File: src/rtl/regfile_write_bank.sv
// Write side of the general register file: address decode, register storage
// with GR0 hardwired to zero, flat contents bus and a last-write report for
// the hazard/forwarding logic.
module regfile_write_bank #(
    parameter int unsigned DATA_W   = 32,
    parameter int unsigned NUM_REGS = 32
) (
    input  logic                         clk,
    input  logic                         reset,
    input  logic                         LE,
    input  logic [$clog2(NUM_REGS)-1:0]  RW,
    input  logic [DATA_W-1:0]            PW,
    output logic [DATA_W*NUM_REGS-1:0]   Q,
    output logic [NUM_REGS-1:0]          DEC,
    output logic                         WR_VALID,
    output logic [$clog2(NUM_REGS)-1:0]  WR_ADDR,
    output logic [DATA_W-1:0]            WR_DATA,
    output logic [15:0]                  WR_COUNT
);

    localparam int unsigned ADDR_W  = $clog2(NUM_REGS);
    localparam int unsigned COUNT_W = 16;

    // GR1..GRn-1 are real storage; GR0 has none and reads as zero.
    logic [DATA_W-1:0] gr [1:NUM_REGS-1];
    logic              eff_wr;

    // One-hot load enables; DEC[0] is still raised so writes to GR0 remain visible.
    always_comb begin
        DEC = '0;
        for (int unsigned i = 0; i < NUM_REGS; i++) begin
            DEC[i] = LE && (RW == ADDR_W'(i));
        end
    end

    // A write only takes effect when it targets a real register.
    always_comb begin
        eff_wr = LE && (RW != '0);
    end

    // Register storage; each register loads only on its own enable.
    always_ff @(posedge clk or posedge reset) begin
        if (reset) begin
            for (int unsigned i = 1; i < NUM_REGS; i++) begin
                gr[i] <= '0;
            end
        end else begin
            for (int unsigned i = 1; i < NUM_REGS; i++) begin
                if (DEC[i]) begin
                    gr[i] <= PW;
                end
            end
        end
    end

    // Flatten register contents onto the read bus; slice 0 is constant zero.
    always_comb begin
        Q = '0;
        for (int unsigned i = 1; i < NUM_REGS; i++) begin
            Q[i*DATA_W +: DATA_W] = gr[i];
        end
    end

    // Last-write report: one-cycle valid, held address/data, wrapping count.
    always_ff @(posedge clk or posedge reset) begin
        if (reset) begin
            WR_VALID <= 1'b0;
            WR_ADDR  <= '0;
            WR_DATA  <= '0;
            WR_COUNT <= '0;
        end else begin
            WR_VALID <= eff_wr;
            if (eff_wr) begin
                WR_ADDR  <= RW;
                WR_DATA  <= PW;
                WR_COUNT <= WR_COUNT + COUNT_W'(1);
            end
        end
    end

endmodule

File: config.mk
export PLATFORM = sky130hd
export DESIGN_NAME = regfile_write_bank
export DESIGN_NICKNAME = d
export VERILOG_FILES = /design/src/rtl/regfile_write_bank.sv
export SDC_FILE = /design/constraint.sdc
export NUM_CORES = 2
export LEC_CHECK = 0
export CAP_MARGIN = 40
export CORE_AREA = 2 2 443 445
export CTS_BUF_LIST = sky130_fd_sc_hd__clkbuf_8
export DETAILED_ROUTE_END_ITERATION = 7
export DIE_AREA = 0 0 445 447
export PLACE_DENSITY_LB_ADDON = 0.15
export SLEW_MARGIN = 20
export SYNTH_ARGS = -nofsm -noshare
export SYNTH_HDL_FRONTEND = slang
export SYNTH_SLANG_ARGS = --single-unit
File: constraint.sdc
create_clock -name clk -period 63.7 [get_ports clk]
set_input_delay 6.37 -clock clk [delete_from_list [all_inputs] [get_ports clk]]
set_output_delay 6.37 -clock clk [all_outputs]
set_load 0.02 [all_outputs]
# After elaboration in Yosys (flattened, before gate mapping)
# Cells that the tools add are included.
[op_classes]
eq_ne = 31
addsub = 1
n_reduce_logical = 35
[ops]
columns = ["operator", "count"]
rows = [
  ["== test 5 bit, second input constant", 16],
  ["== test 5 x 4 -> 1 bit, second input constant", 8],
  ["logical AND 1 bit", 33],
  ["== test 5 x 3 -> 1 bit, second input constant", 4],
  ["adder 16 x 1 -> 16 bit, second input constant", 1],
  ["== test 5 x 2 -> 1 bit, second input constant", 2],
  ["== test 5 x 1 -> 1 bit, second input constant", 1],
  ["zero test 5 bit", 1],
  ["nonzero test 5 bit", 1],
]
[word_totals]
word_cells = 102
reg_bits = 1046

# Longest topological paths before layout
[logic_depth]
depth_word = 2
depth_mapped = 8
mapped_depth_nobuf = 5

# Least setup slack after synthesis
# No wires, ideal clock.
[synth_timing]
path_type = "in2out"
startpoint = "in RW[4]"
endpoint = "out DEC[10]"
arrival_time_ns = 7.441
path_slack_ns = 49.889
path_stages = 6
path_cell_list = "buf_2 -> nand2b_4 -> nor3b_2 -> nand2_1 -> buf_2 -> inv_1"
[synth_via]
elab_chain_cells = 2
[synth_lines]
columns = ["element", "line", "source"]
rows = [
  ["from (decl)", "11", "input logic [$clog2(NUM_REGS)-1:0] RW,"],
  ["== test 5 x 4 -> 1 bit", "32", "DEC[i] = LE && (RW == ADDR_W'(i));"],
  ["logical AND 1 bit", "32", ""],
  ["to (decl)", "14", "output logic [NUM_REGS-1:0] DEC,"],
]
# Every way passes these cells.

# Worst setup path in the final report
[layout_timing]
startpoint = "in LE"
endpoint = "out DEC[21]"
[layout_via]
elab_chain_cells = 1
[layout_lines]
columns = ["element", "line", "source"]
rows = [
  ["from (decl)", "10", "input logic LE,"],
  ["logical AND 1 bit", "32", ""],
]
# Every way passes these cells.

==> impl_table.tex <==
\begin{tabular}{lr}
\hline
Metric & Value \\
\hline
\multicolumn{2}{l}{\textbf{Cells and area}} \\
\quad Area taken by flip-flops and latches & between 0.02 and 0.03 mm2 \\
\quad Share of post-route cells with drive strength above 1 & 0.363 \\
\quad Fillers & around 20000 \\
\quad Area added between synthesis and finish & 45.6\% \\
\quad Total area of multi-input combinational cells & 0.0125 mm2 \\
\quad Post-layout utilization of the core & 0.298 \\
\quad Final net count & about 3800 \\
\multicolumn{2}{l}{\textbf{Place}} \\
\quad Detailed placement HPWL & between 100 and 150 mm \\
\quad Pre-CTS setup slack & approximately 47000 ps \\
\quad Number of buffers inserted by port buffering & roughly 1100 \\
\quad Global placer's final weighted congestion & about 0.76 \\
\multicolumn{2}{l}{\textbf{Floorplan}} \\
\quad Initial Util & 0.205 \\
\quad Die Height & $\sim$450 um \\
\quad Area of the core & 0.194 mm2 \\
\quad Total Die Area & between 0.15 and 0.2 mm2 \\
\quad Die X & approximately 450 um \\
\quad Total number of placement rows & between 150 and 200 \\
\quad I/O pin total & $\sim$1200 \\
\multicolumn{2}{l}{\textbf{Synth}} \\
\quad Share of synthesized area occupied by flip-flops and latches & 0.658 \\
\quad Distinct cell type count of the synthesized netlist & 35 \\
\quad Proportion of register bits with asynchronous set or reset after synthesis & 1.00 \\
\quad Mapped cell area & 0.0398 mm2 \\
\quad Synthesis Warnings & 0 \\
\quad Top cell type by total area after synthesis & sky130\_fd\_sc\_hd\_\_dfrtp\_1 \\
\quad Primary flip-flop cell chosen by synthesis mapping & sky130\_fd\_sc\_hd\_\_dfrtp\_1 \\
\quad Register bit count reported by yosys & roughly 1000 \\
\quad Average cell area after synthesis & about 16 um2 \\
\quad Most instantiated cells after synthesis & 1046 x sky130\_fd\_sc\_hd\_\_dfrtp\_1, 990 x sky130\_fd\_sc\_hd\_\_mux2\_2, 131 x sky130\_fd\_sc\_hd\_\_nand2\_1, 104 x sky130\_fd\_sc\_hd\_\_clkbuf\_1, 68 x sky130\_fd\_sc\_hd\_\_buf\_2 \\
\quad Synth area leaders & sky130\_fd\_sc\_hd\_\_dfrtp\_1 66\%, sky130\_fd\_sc\_hd\_\_mux2\_2 28\%, sky130\_fd\_sc\_hd\_\_nand2\_1 1.2\%, sky130\_fd\_sc\_hd\_\_buf\_4 1.0\%, sky130\_fd\_sc\_hd\_\_clkbuf\_1 0.98\% \\
\quad EDFF count, synth & 0 \\
\quad Number of standard cells after synthesis & roughly 2500 \\
\quad Fraction of synthesized cell area taken by the top area cell type & 0.658 \\
\quad Most frequent cell after synthesis & sky130\_fd\_sc\_hd\_\_dfrtp\_1 \\
\multicolumn{2}{l}{\textbf{Clocking}} \\
\quad Hold Buf Count CTS & 0 \\
\quad \# clock sinks & about 1000 \\
\quad Clock insertion delay at the later pin of the skew report & 940 ps \\
\quad Number of buffers created by CTS & roughly 200 \\
\quad Root Driver & sky130\_fd\_sc\_hd\_\_clkbuf\_8 \\
\quad Clock-pin slew on the worst setup and hold paths & 60 ps \\
\quad Number of buffers between clock root and the deepest sink & 3 \\
\quad CTS-repair resized insts & 0 \\
\quad Post-CTS Setup Inserts & 0 \\
\quad Clock tree from TritonCTS & yes \\
\quad Total number of H-tree levels & 4 \\
\multicolumn{2}{l}{\textbf{Global route}} \\
\quad Overall global routing resource usage & 0.171 \\
\quad Antenna violations before repair & 9 \\
\quad Pin count of the biggest net entering global routing & about 140 \\
\quad Final global-route overflow total & 0 \\
\quad Number of global-route vias before repair & 27300 \\
\quad First-pass GRT wire length & approximately 240 mm \\
\multicolumn{2}{l}{\textbf{STA}} \\
\quad Final hold violation count & 0 \\
\quad Share of the clock period used by the worst path & 0.255 \\
\quad Max-slew headroom at the worst pin & 0.421 \\
\quad Largest clock skew in the final design & 6.53 ps \\
\quad Final Critical Period & about 16000 ps \\
\quad PnR worst setup slack & around 47000 ps \\
\quad Transition at the pin with the smallest max-transition slack & a little under 900 ps \\
\quad Number of pins with negative max-slew slack in the final report & 0 \\
\quad Fmax & 61.5 MHz \\
\quad Setup total negative slack & 0 ps \\
\quad Setup repair after global routing missed its margin & false \\
\quad Number of failing setup endpoints in the final timing report & 0 \\
\multicolumn{2}{l}{\textbf{Detailed routing}} \\
\quad Count of routing violations after the opening detailed-route iteration & between 800 and 900 \\
\quad Wirelength per Cell & around 27 um \\
\quad Length of the first detailed-routing pass in iterations & 4 \\
\quad Via Count & approximately 26000 \\
\quad Remaining DRCs & 0 \\
\quad Post-DR vias/cell & just over 4 \\
\quad WL final & 174 mm \\
\quad Remaining antenna violation count & 0 \\
\multicolumn{2}{l}{\textbf{Worst hold path}} \\
\quad Type of the worst min-delay path & reg2reg \\
\multicolumn{2}{l}{\textbf{Power and ir drop}} \\
\quad Pwr/cell area & roughly 37 mW/mm2 \\
\quad Total design power & approximately 2200 uW \\
\quad IR drop worst, VDD & around 0.000016 V \\
\quad Static Leakage & between 0.02 and 0.03 uW \\
\multicolumn{2}{l}{\textbf{Critical path}} \\
\quad CP arrival & roughly 9900 ps \\
\quad Largest fanout of any net on the critical path & 17 \\
\quad Worst setup path category & in2out \\
\quad Data required time at the worst endpoint & about 57000 ps \\
\quad Crit path launch type & input pin \\
\quad Type of element capturing the critical path & output port \\
\multicolumn{2}{l}{\textbf{Status}} \\
\quad Result of the run & finished clean \\
\multicolumn{2}{l}{\textbf{Job}} \\
\quad Number of violations of the max-capacitance limit & 0 \\
\hline
\end{tabular}
## worst max-delay path, stage by stage
cell and delay, ps:
sky130_fd_sc_hd__clkdlybuf4s50_1 900, sky130_fd_sc_hd__nand3_1 640, sky130_fd_sc_hd__nor2_4 670, sky130_fd_sc_hd__buf_16 220, sky130_fd_sc_hd__buf_4 370, sky130_fd_sc_hd__clkdlybuf4s50_1 680
## cells by family after synthesis
family / share of synthesized area
compound gates: 0.000692
xor+xnor: 0.00330
fa+ha+maj: 0.000314
buf+inv: 0.0348
flops: 0.658
mux: 0.281
other cells: 0.0000943
simple gates: 0.0220
## path summary, 6_finish.rpt
path                             start     endpoint  slack, ps  cells past startpoint
min                        WR_DATA[29]  WR_DATA[29]        470                      2
max in group asynchronous        reset       Q[722]      54340                      7
min reg2reg                WR_DATA[29]  WR_DATA[29]        470                      2
max reg2reg                WR_COUNT[1]  WR_COUNT[6]      61860                      5
max                                 LE      DEC[21]      47430                      6
min in group asynchronous        reset       Q[650]       5990                      2
## placed cells by master, fill, tap and decap left out, drive strengths merged, types with 7 or more instances in the layout
master,Yosys,layout
buf,138,115
clkbuf,104,238
clkdlybuf4s50,0,1099
clkinv,0,9
conb,1,32
dfrtp,1046,1046
diode,0,8
inv,17,114
mux2,992,992
nand2,131,131
nand3,10,10
nand4,7,7
nor2,19,19
xnor2,12,12
## metal layers
metal / vias up / wire [um] / global-route usage
met3: 255 / 12100 / 0.0565
met4: 0 / 5340 / 0.0568
met5: - / 0 / 0
met1: 13600 / 68300 / 0.196
li1: 11100 / - / -
met2: 863 / 87900 / 0.297
## report_power, final
part           leakage (uW)  total [uW]  switching, uW  internal (uW)
sequential           0.0134         862           70.0            792
clock               0.00230         647            303            344
combinational        0.0102         652            345            307
total                0.0259        2160            718           1440
## layout make-up
cell class / count / area share
Sequential cell: 1046 / 0.452
Multi-Input combinational cell: 1234 / 0.216
Timing Repair Buffer: 1214 / 0.210
Clock buffer: 238 / 0.0565
Tap cell: 2542 / 0.0549
Clock inverter: 113 / 0.00974
Inverter: 17 / 0.00123
Antenna cell: 8 / 0.000346
## sequential cells by signal (all words and copies together) (netlist names)
register / cells
Q: 992
WR_DATA: 32
WR_COUNT: 16
WR_ADDR: 5
WR_VALID: 1
## metrics by stage
step,std cells,instance area (um2),hold slack (ps)
4_1_cts,6401,57800,476
3_3_place_gp,6031,53600,459
5_1_grt,6409,57900,484
3_5_place_dp,6050,54000,463
2_1_floorplan,2539,39900,577
6_report,6412,57900,475
Note: power is estimated with default switching activity, not from simulation.
==> RTL change: new RTL, same flow settings <==
Register the input `PW` before use. The logic sees it one clock later. The other inputs are not delayed to match.
--- a/src/rtl/regfile_write_bank.sv
+++ b/src/rtl/regfile_write_bank.sv
@@ -21,4 +21,10 @@
     localparam int unsigned ADDR_W  = $clog2(NUM_REGS);
     localparam int unsigned COUNT_W = 16;
+
+    logic [DATA_W-1:0] PW_q;
+
+    always_ff @(posedge clk) begin
+        PW_q <= PW;
+    end
 
     // GR1..GRn-1 are real storage; GR0 has none and reads as zero.
@@ -48,5 +54,5 @@
             for (int unsigned i = 1; i < NUM_REGS; i++) begin
                 if (DEC[i]) begin
-                    gr[i] <= PW;
+                    gr[i] <= PW_q;
                 end
             end
@@ -73,5 +79,5 @@
             if (eff_wr) begin
                 WR_ADDR  <= RW;
-                WR_DATA  <= PW;
+                WR_DATA  <= PW_q;
                 WR_COUNT <= WR_COUNT + COUNT_W'(1);
             end
Check against the original RTL: not equivalent (Yosys sat finds a counterexample within 4 cycles, from zero or initial values and one cycle with reset high).
==> RTL change against the unedited design <==
Setup slack got worse by 0.085 ns; synthesized area increased by 1.7%; synthesized cell count grew 1.2%; total power is 1.3% higher; via count is 1.6% higher; sequential cell count increased by 32; largest cell class unchanged; sequential power increased by 2.6%; cell count is 0.61% higher; routed wire length increased by 5.8%; design area up 1.4%; combinational power about the same.
==> RTL change: results (changes against the unedited design) <==
Final layout
  – Final #Nets: 3786 (+0.88%)
  – Share of cells above drive strength 1: 36.2% (-0.12 points)

Setup path
  – Critical path arrival: 9.99 ns (+0.09 ns)
  – Worst Path Max Fanout: 20 (+3)

Drt
  – DR iter-0 viols: 1168 (+34%)
  – TritonRoute pass-1 iters: 5 (+1)
  – Vias/cell: 4.07 (+0.96%)

Timing
  – Worst Tran Pin Value: 0.873 ns (+0.00412 ns)

Placement
  – Placer congestion estimate: 0.742 (-2.8%)
  – Placed Area: 54800 um^2 (+1.6%)
  – Post-DP HPWL: 129000 um (+7.3%)

Synthesis
  – Unique cell type count in the Yosys netlist: 38 (+8.6%)
  – Post-synthesis xor/xnor area fraction: 0.325% (-0.0054 points)
  – Adder-Cell Fraction of Synth Area: 0.0309% (-0.00052 points)
  – Post-synthesis sequential area ratio: 66.3% (+0.51 points)
  – Post-synthesis mux area share: 27.6% (-0.46 points)
  – Synth top cells by count: dfrtp_1, mux2_2, nand2_1
  – Ys async rst share: 97.0% (-3.0 points)

Outcome
  – Status: finished, final reports clean

Global routing
  – Vias in the first global route: 27600 (+0.95%)
  – Total Routing Usage GR: 18.0% (+0.95 points)
  – Initial antenna violation count: 11 (+2)
  – First-pass GRT wire length: 247000 um (+4.2%)

Clock tree
  – Total CTS buffers: 201 (+1.0%)

Pwr
  – Leak pwr: 0.0263 uW (+1.7%)
==> RTL change: routing by layer <==
layer | part of all wire, % | global-route usage [%] | vias up | wire length, um
li1 | - | - | 11100 | -
met1 | 39 | 20.3 | 14000 | 71000
met2 | 52 | 32.3 | 850 | 96000
met3 | 6.5 | 5.58 | 229 | 11900
met4 | 2.6 | 5.69 | 0 | 4850
met5 | 0 | 0 | - | 0
==> RTL change: final cells by class <==
| class | instances | area [um^2] |
|---|---|---|
| fill | 19700 | 135000 |
| timing repair buffer | 1213 | 12200 |
| tap | 2542 | 3180 |
| multi-input combinational | 1232 | 12500 |
| antenna | 4 | 10.0 |
| clock inverter | 124 | 587 |
| sequential | 1078 | 26800 |
| inverter | 19 | 78.8 |
| clock buffer | 239 | 3290 |
==> RTL change: path summary, 6_finish.rpt <==
| path | start | slack, ns | cells past startpoint | to |
|---|---|---|---|---|
| worst max-delay path | LE | 47.34 | 5 | DEC[26] |
| worst min-delay path | WR_COUNT[15] | 0.46 | 1 | WR_COUNT[15] |
| worst max register to register | WR_COUNT[5] | 62.23 | 4 | WR_COUNT[13] |
| worst min register to register | WR_COUNT[15] | 0.46 | 1 | WR_COUNT[15] |
| max in group asynchronous | reset | 54.07 | 11 | Q[513] |
| min in group asynchronous | reset | 5.79 | 2 | Q[46] |
==> RTL change: worst max-delay path, cell delays in order <==
cell and delay, ns:
clkdlybuf4s50_1 0.99, nand4b_1 0.78, nor2_4 0.68, buf_4 0.44, clkdlybuf4s50_1 0.69
==> RTL change: power groups by stage <==
stage | clock network, uW | logic, uW | registers (uW)
after floorplan | 0 | 134 | 1040
after global placement | 0 | 662 | 893
after detailed placement | 0 | 667 | 895
after CTS | 680 | 668 | 885
after global routing | 708 | 681 | 901
final | 651 | 654 | 884
